### src/rtl/bcd_scan_display_pkg.sv
// Shared segment codes and digit-slot indices for the multiplexed temperature display.
// All segment codes are active-low {g,f,e,d,c,b,a}.
package bcd_scan_display_pkg;

    localparam logic [6:0] SEG_BLANK = 7'h7F;
    localparam logic [6:0] SEG_DASH  = 7'h3F;
    localparam logic [6:0] SEG_C     = 7'h46;

    typedef enum logic [1:0] {
        DIG_UNITS = 2'd0,
        DIG_TENS  = 2'd1,
        DIG_HUND  = 2'd2,
        DIG_UNIT  = 2'd3
    } digit_e;

    function automatic logic nibble_invalid(input logic [3:0] nib);
        return nib > 4'd9;
    endfunction

endpackage

### src/rtl/bcd_to_seg7.sv
// Combinational BCD nibble to active-low seven-segment code; non-decimal nibbles show a dash.
module bcd_to_seg7
    import bcd_scan_display_pkg::*;
(
    input  logic [3:0] nibble,
    output logic [6:0] seg_n
);

    always_comb begin
        seg_n = SEG_DASH;
        case (nibble)
            4'd0: seg_n = 7'h40;
            4'd1: seg_n = 7'h79;
            4'd2: seg_n = 7'h24;
            4'd3: seg_n = 7'h30;
            4'd4: seg_n = 7'h19;
            4'd5: seg_n = 7'h12;
            4'd6: seg_n = 7'h02;
            4'd7: seg_n = 7'h78;
            4'd8: seg_n = 7'h00;
            4'd9: seg_n = 7'h10;
            default: seg_n = SEG_DASH;
        endcase
    end

endmodule

### src/rtl/bcd_scan_display.sv
// 4-digit multiplexed common-anode scan of a 3-digit BCD temperature plus 'C' symbol.
// New values are staged in pending and only reach the display at a frame boundary.
module bcd_scan_display
    import bcd_scan_display_pkg::*;
#(
    parameter int REFRESH_DIV  = 50000,
    parameter int BLANK_CYCLES = 500
) (
    input  logic        clk,
    input  logic        reset,
    input  logic [11:0] bcd_in,
    input  logic        bcd_valid,
    input  logic        blank_en,
    input  logic        show_unit,
    output logic [6:0]  seg_n,
    output logic [3:0]  an_n,
    output logic        dp_n,
    output logic        frame_tick,
    output logic        bcd_err
);

    localparam int CW = (REFRESH_DIV > 1) ? $clog2(REFRESH_DIV) : 1;
    localparam logic [CW-1:0] DIV_LAST  = CW'(REFRESH_DIV - 1);
    localparam logic [CW-1:0] BLANK_END = CW'(BLANK_CYCLES);

    logic [CW-1:0] div_cnt_q, div_cnt_d;
    digit_e        digit_sel_q, digit_sel_d;
    logic [11:0]   pending_q, pending_d;
    logic [11:0]   display_q, display_d;
    logic [6:0]    seg_n_q, seg_n_d;
    logic [3:0]    an_n_q, an_n_d;
    logic          frame_tick_q, frame_tick_d;
    logic          bcd_err_q, bcd_err_d;

    logic          slot_wrap, frame_end;
    logic [3:0]    digit_nib;
    logic [6:0]    digit_seg;
    logic          disp_err, hund_blank, tens_blank;

    assign slot_wrap = (div_cnt_q == DIV_LAST);
    assign frame_end = slot_wrap && (digit_sel_q == DIG_UNIT);

    always_comb begin
        div_cnt_d    = slot_wrap ? '0 : div_cnt_q + 1'b1;
        digit_sel_d  = slot_wrap ? digit_e'(digit_sel_q + 2'd1) : digit_sel_q;
        pending_d    = bcd_valid ? bcd_in : pending_q;
        display_d    = frame_end ? pending_q : display_q;
        frame_tick_d = frame_end;
    end

    always_comb begin
        digit_nib = 4'h0;
        case (digit_sel_q)
            DIG_UNITS: digit_nib = display_q[3:0];
            DIG_TENS:  digit_nib = display_q[7:4];
            DIG_HUND:  digit_nib = display_q[11:8];
            DIG_UNIT:  digit_nib = 4'h0;
        endcase
    end

    bcd_to_seg7 u_bcd_to_seg7 (
        .nibble (digit_nib),
        .seg_n  (digit_seg)
    );

    // An invalid nibble anywhere dashes all numeric digits, overriding blanking.
    assign disp_err   = nibble_invalid(display_q[11:8]) || nibble_invalid(display_q[7:4])
                     || nibble_invalid(display_q[3:0]);
    assign hund_blank = blank_en && (display_q[11:8] == 4'h0);
    assign tens_blank = hund_blank && (display_q[7:4] == 4'h0);

    always_comb begin
        seg_n_d = SEG_BLANK;
        case (digit_sel_q)
            DIG_UNITS: seg_n_d = disp_err ? SEG_DASH : digit_seg;
            DIG_TENS:  seg_n_d = disp_err ? SEG_DASH : (tens_blank ? SEG_BLANK : digit_seg);
            DIG_HUND:  seg_n_d = disp_err ? SEG_DASH : (hund_blank ? SEG_BLANK : digit_seg);
            DIG_UNIT:  seg_n_d = show_unit ? SEG_C : SEG_BLANK;
        endcase
        an_n_d = 4'hF;
        if (div_cnt_q >= BLANK_END) begin
            an_n_d = ~(4'b0001 << digit_sel_q);
        end
        bcd_err_d = disp_err;
    end

    always_ff @(posedge clk) begin
        if (reset) begin
            div_cnt_q    <= '0;
            digit_sel_q  <= DIG_UNITS;
            pending_q    <= '0;
            display_q    <= '0;
            seg_n_q      <= SEG_BLANK;
            an_n_q       <= 4'hF;
            frame_tick_q <= 1'b0;
            bcd_err_q    <= 1'b0;
        end else begin
            div_cnt_q    <= div_cnt_d;
            digit_sel_q  <= digit_sel_d;
            pending_q    <= pending_d;
            display_q    <= display_d;
            seg_n_q      <= seg_n_d;
            an_n_q       <= an_n_d;
            frame_tick_q <= frame_tick_d;
            bcd_err_q    <= bcd_err_d;
        end
    end

    assign seg_n      = seg_n_q;
    assign an_n       = an_n_q;
    assign dp_n       = 1'b1;
    assign frame_tick = frame_tick_q;
    assign bcd_err    = bcd_err_q;

endmodule

### config.mk
export PLATFORM = sky130hd
export DESIGN_NAME = bcd_scan_display
export DESIGN_NICKNAME = d
export VERILOG_FILES = /design/src/rtl/bcd_scan_display_pkg.sv /design/src/rtl/bcd_to_seg7.sv /design/src/rtl/bcd_scan_display.sv
export SDC_FILE = /design/constraint.sdc
export NUM_CORES = 1
export LEC_CHECK = 0
export ABC_AREA = 1
export CAP_MARGIN = 20
export CORE_MARGIN = 5
export CORE_UTILIZATION = 55
export DETAILED_ROUTE_END_ITERATION = 8
export DONT_BUFFER_PORTS = 1
export PLACE_DENSITY_LB_ADDON = 0.15
export SKIP_LAST_GASP = 1
export SLEW_MARGIN = 20
export SYNTH_ARGS = -nofsm -noshare
export SYNTH_HDL_FRONTEND = slang
export SYNTH_SLANG_ARGS = --single-unit
export TNS_END_PERCENT = 100
### constraint.sdc
create_clock -name clk -period 3.9 [get_ports clk]
set_clock_uncertainty 0.2 [all_clocks]
set_input_delay 0.78 -clock clk [delete_from_list [all_inputs] [get_ports clk]]
set_output_delay 0.78 -clock clk [all_outputs]
set_load 0.05 [all_outputs]
==> reports/summary.md <==
The run finished with clean final reports. After detailed routing, the average wire length per cell comes to 11.6 um. The netlist uses 30 different library cells. The analysis attributes to net switching a power of 0.000211 W.

After floorplanning, the core was divided into 24 placement rows. The number of diodes is 0, and the transition time at the pin with the least slew margin is 528 ps. The clock net in this run drives a total of 55 sinks.

The worst setup path is captured at a flop. The die covers 6140 sq um. The number of max-slew violations in the final report is 0, and the worst slew margin relative to its limit is 0.647. The synthesized design contains 0 enable-type register cells. OpenSTA, run right after detailed placement, puts the worst setup slack at 1720 ps. The logs give 0.578 for the initial core utilization and 261 ps for the hold slack.

The synthesized netlist occupies a cell area of 2570 sq um. For the count of hold buffers inserted by post-cts repair, the log shows 0. By area the synthesized netlist is led by dfxtp_1 43%, nand2_1 16%, nor2_1 7.2%. For the overall track demand over capacity in global routing, the log shows 0.174.

For the number of warnings issued by yosys, the log shows 0. The synthesized design contains 55 register bits. In this run, post-CTS repair resized a total of 0 instances. The residual DRC count is 0, and the length in cells of the worst reg-to-reg path is 13. In this run the remaining antenna-violating nets after routing total 0. Internal power comes to 0.000841 W.

The pin count of the biggest net entering global routing was 18; the total CTS buffers was 5. Using the TritonRoute via totals, the vias-per-cell ratio works out to 5.09. Input and output buffers added on the ports amount to 0. Across the run, the number of max-cap violations was 0.

Critical path startpoint category: a flop. Along the worst path, the maximum fanout reaches 9. The clock transition at the registers of the reported paths works out to 90 ps. TritonCTS built the clock tree. The logs give 2035 for the via count of the first global-routing pass and 0.862 for the final RePlAce weighted congestion.

The top cell type's share of synthesized area is 0.428, and the fraction of power consumed by the clock network is 0.409. The number of antenna violations at the first check in global routing is 0. After the first detailed-routing iteration, the DRC count stood at 148.

The fraction of layout instances using a drive strength above 1 came out at 0.0652. The critical path is of the reg -> reg type. The area growth from synthesis to layout is 5.50%.

The fill cell total of the finished layout is 446, and the worst-skew pair later-pin latency is 300 ps. The power density over the cells is 388 nW/um^2, and the register area share after synthesis is 0.428. nand2_1 is the most common cell in the netlist. The count of endpoints failing hold in the final timing report came out at 0. In this run the count of I/O pins placed on the die edge is 31. The switching share of power was 0.201; the detailed placement HPWL was 3700 um. The number of nets produced by synthesis was 396; the worst setup margin was 1670 ps. The tools report the area of the core as 4440 sq um.

Counting instances, the worst hold path has a depth of 2. The tools report the required time of the critical path as 3950 ps. Sorting the synthesized cells by how often they occur yields 111 x nand2_1, 55 x dfxtp_1, 49 x nor2_1, 31 x inv_1, 24 x a21oi_1. Overall die height: 78.4 um.

The H-tree generated during clock tree synthesis spans 2 levels. The fraction of registers with async set/reset works out to 0. The sequential fraction of design power is 0.565. The post-layout total power came out at 0.00105 W. The routed wire length is 4870 um.

The maximum count of clock buffers along a single path was 2; the arrival time at the worst endpoint was 2280 ps. For this run the aggregate overflow at the end of global routing stands at 0. The width of the die is 78.4 um.

Summed over all cells, the static leakage comes to 1.11 nW. The global-route wire length before repair was 8760 um; the number of detailed-route iterations in the first pass was 4. A synthesized cell averages 6.96 sq um. The combinational group share of total power is 0.025. The most used flip-flop cell after synthesis is dfxtp_1. The ratio of final minimum period to clock period is 0.572. Synthesis handed over a netlist of 369 instances. Post-CTS timing repair inserted 0 buffers for setup.

In the final design database the tool counted 394 nets. Setup repair after global routing left no endpoint under its margin. The logs give 0 for the number of setup violations in the final report and 0 ps for the setup TNS after final layout. The path type of the worst min-delay path was reg -> reg. The biggest area contributor in the post-synthesis netlist is dfxtp_1. For the finished layout, the period the worst path requires is 2230 ps. Across all layers, the routed design uses 2137 vias.

Clock tree synthesis selected as its root buffer the cell clkbuf_8. VDD sags by at most 0.242 mV. Timing would allow up to 448 MHz.

For the internal reg-to-reg setup slack, the log shows 1670 ps. The final standard cell utilization of the core is 0.610.
==> through the flow <==
| stage | cells | area [sq um] |
|---|---|---|
| 2_1_floorplan | 369 | 2570 |
| 3_3_place_gp | 412 | 2580 |
| 3_5_place_dp | 412 | 2580 |
| 4_1_cts | 420 | 2710 |
| 5_1_grt | 420 | 2710 |
| 6_report | 420 | 2710 |
==> kinds of logic (layout without fill, tap and decap cells) <==
kind of cell	count (synthesis)	in the layout	share of synthesized area
flip-flops	55	55	0.428
AND/OR/NAND/NOR	207	207	0.337
other	1	1	0.00146
buffers and inverters	45	44	0.0745
adder cells (fa/ha/maj)	10	10	0.0487
XOR/XNOR	3	3	0.0102
AO/OA/AOI/OAI	48	48	0.0993
==> sequential cells by signal, indices dropped and copies added (netlist names) <==
signal       cells
digit_sel_q      2
frame_tick       1
pending_q       12
display_q       12
an_n             4
div_cnt_q       16
bcd_err          1
seg_n            7
==> worst paths after layout <==
| path | startpoint | endpoint |
|---|---|---|
| worst max-delay path | digit_sel_q[0] | seg_n[3] |
| worst min-delay path | pending_q[8] | display_q[8] |
| worst max register to register | digit_sel_q[0] | seg_n[3] |
| worst min register to register | pending_q[8] | display_q[8] |
==> final cells by class <==
class / instances / area, sq um / share of cell area
tap: 52 / 65.1 / 0.0240
clock inverter: 2 / 60.1 / 0.0222
sequential: 55 / 1100 / 0.406
inverter: 36 / 135 / 0.0498
multi-input combinational: 269 / 1280 / 0.471
clock buffer: 6 / 72.6 / 0.0268
==> power by group through the flow <==
stage,combinational [W],sequential (W),clock (W)
floorplan,0.0000274,0.000606,0
global placement,0.0000263,0.000608,0
detailed placement,0.0000272,0.000608,0
CTS,0.0000274,0.000595,0.000438
global route,0.0000328,0.000597,0.000466
finish,0.0000268,0.000595,0.000430
==> critical path, cell delays in order, from the launching register on <==
cell	delay, ps
dfxtp_1	350
inv_1	130
ha_1	330
inv_2	130
or2_2	300
nand2_2	120
ha_1	250
inv_1	60
nand2_1	40
nand2_1	60
nand2_1	40
nand2_1	70
nand2_1	50
nand2_1	50
==> layer usage <==
metal / vias up / track usage / wire (um)
met4: 0 / 0.0472 / 31
met1: 925 / 0.239 / 2500
met3: 2 / 0.0435 / 256
li1: 1157 / - / -
met5: - / 0 / 0
met2: 53 / 0.274 / 2080
==> cell usage in the layout, fill, tap and decap left out, types with 4 or more instances in the layout <==
cell type / Yosys / routed
nand2_1: 111 / 111
nor3_1: 9 / 9
ha_1: 10 / 10
clkbuf_8: 0 / 5
dfxtp_1: 55 / 55
o21ai_0: 18 / 18
a21oi_1: 24 / 24
nor2_1: 49 / 49
inv_1: 31 / 31
nand2_2: 4 / 4
inv_2: 5 / 5
nand3_1: 21 / 21
No activity file was read; power rests on OpenSTA's default activity.
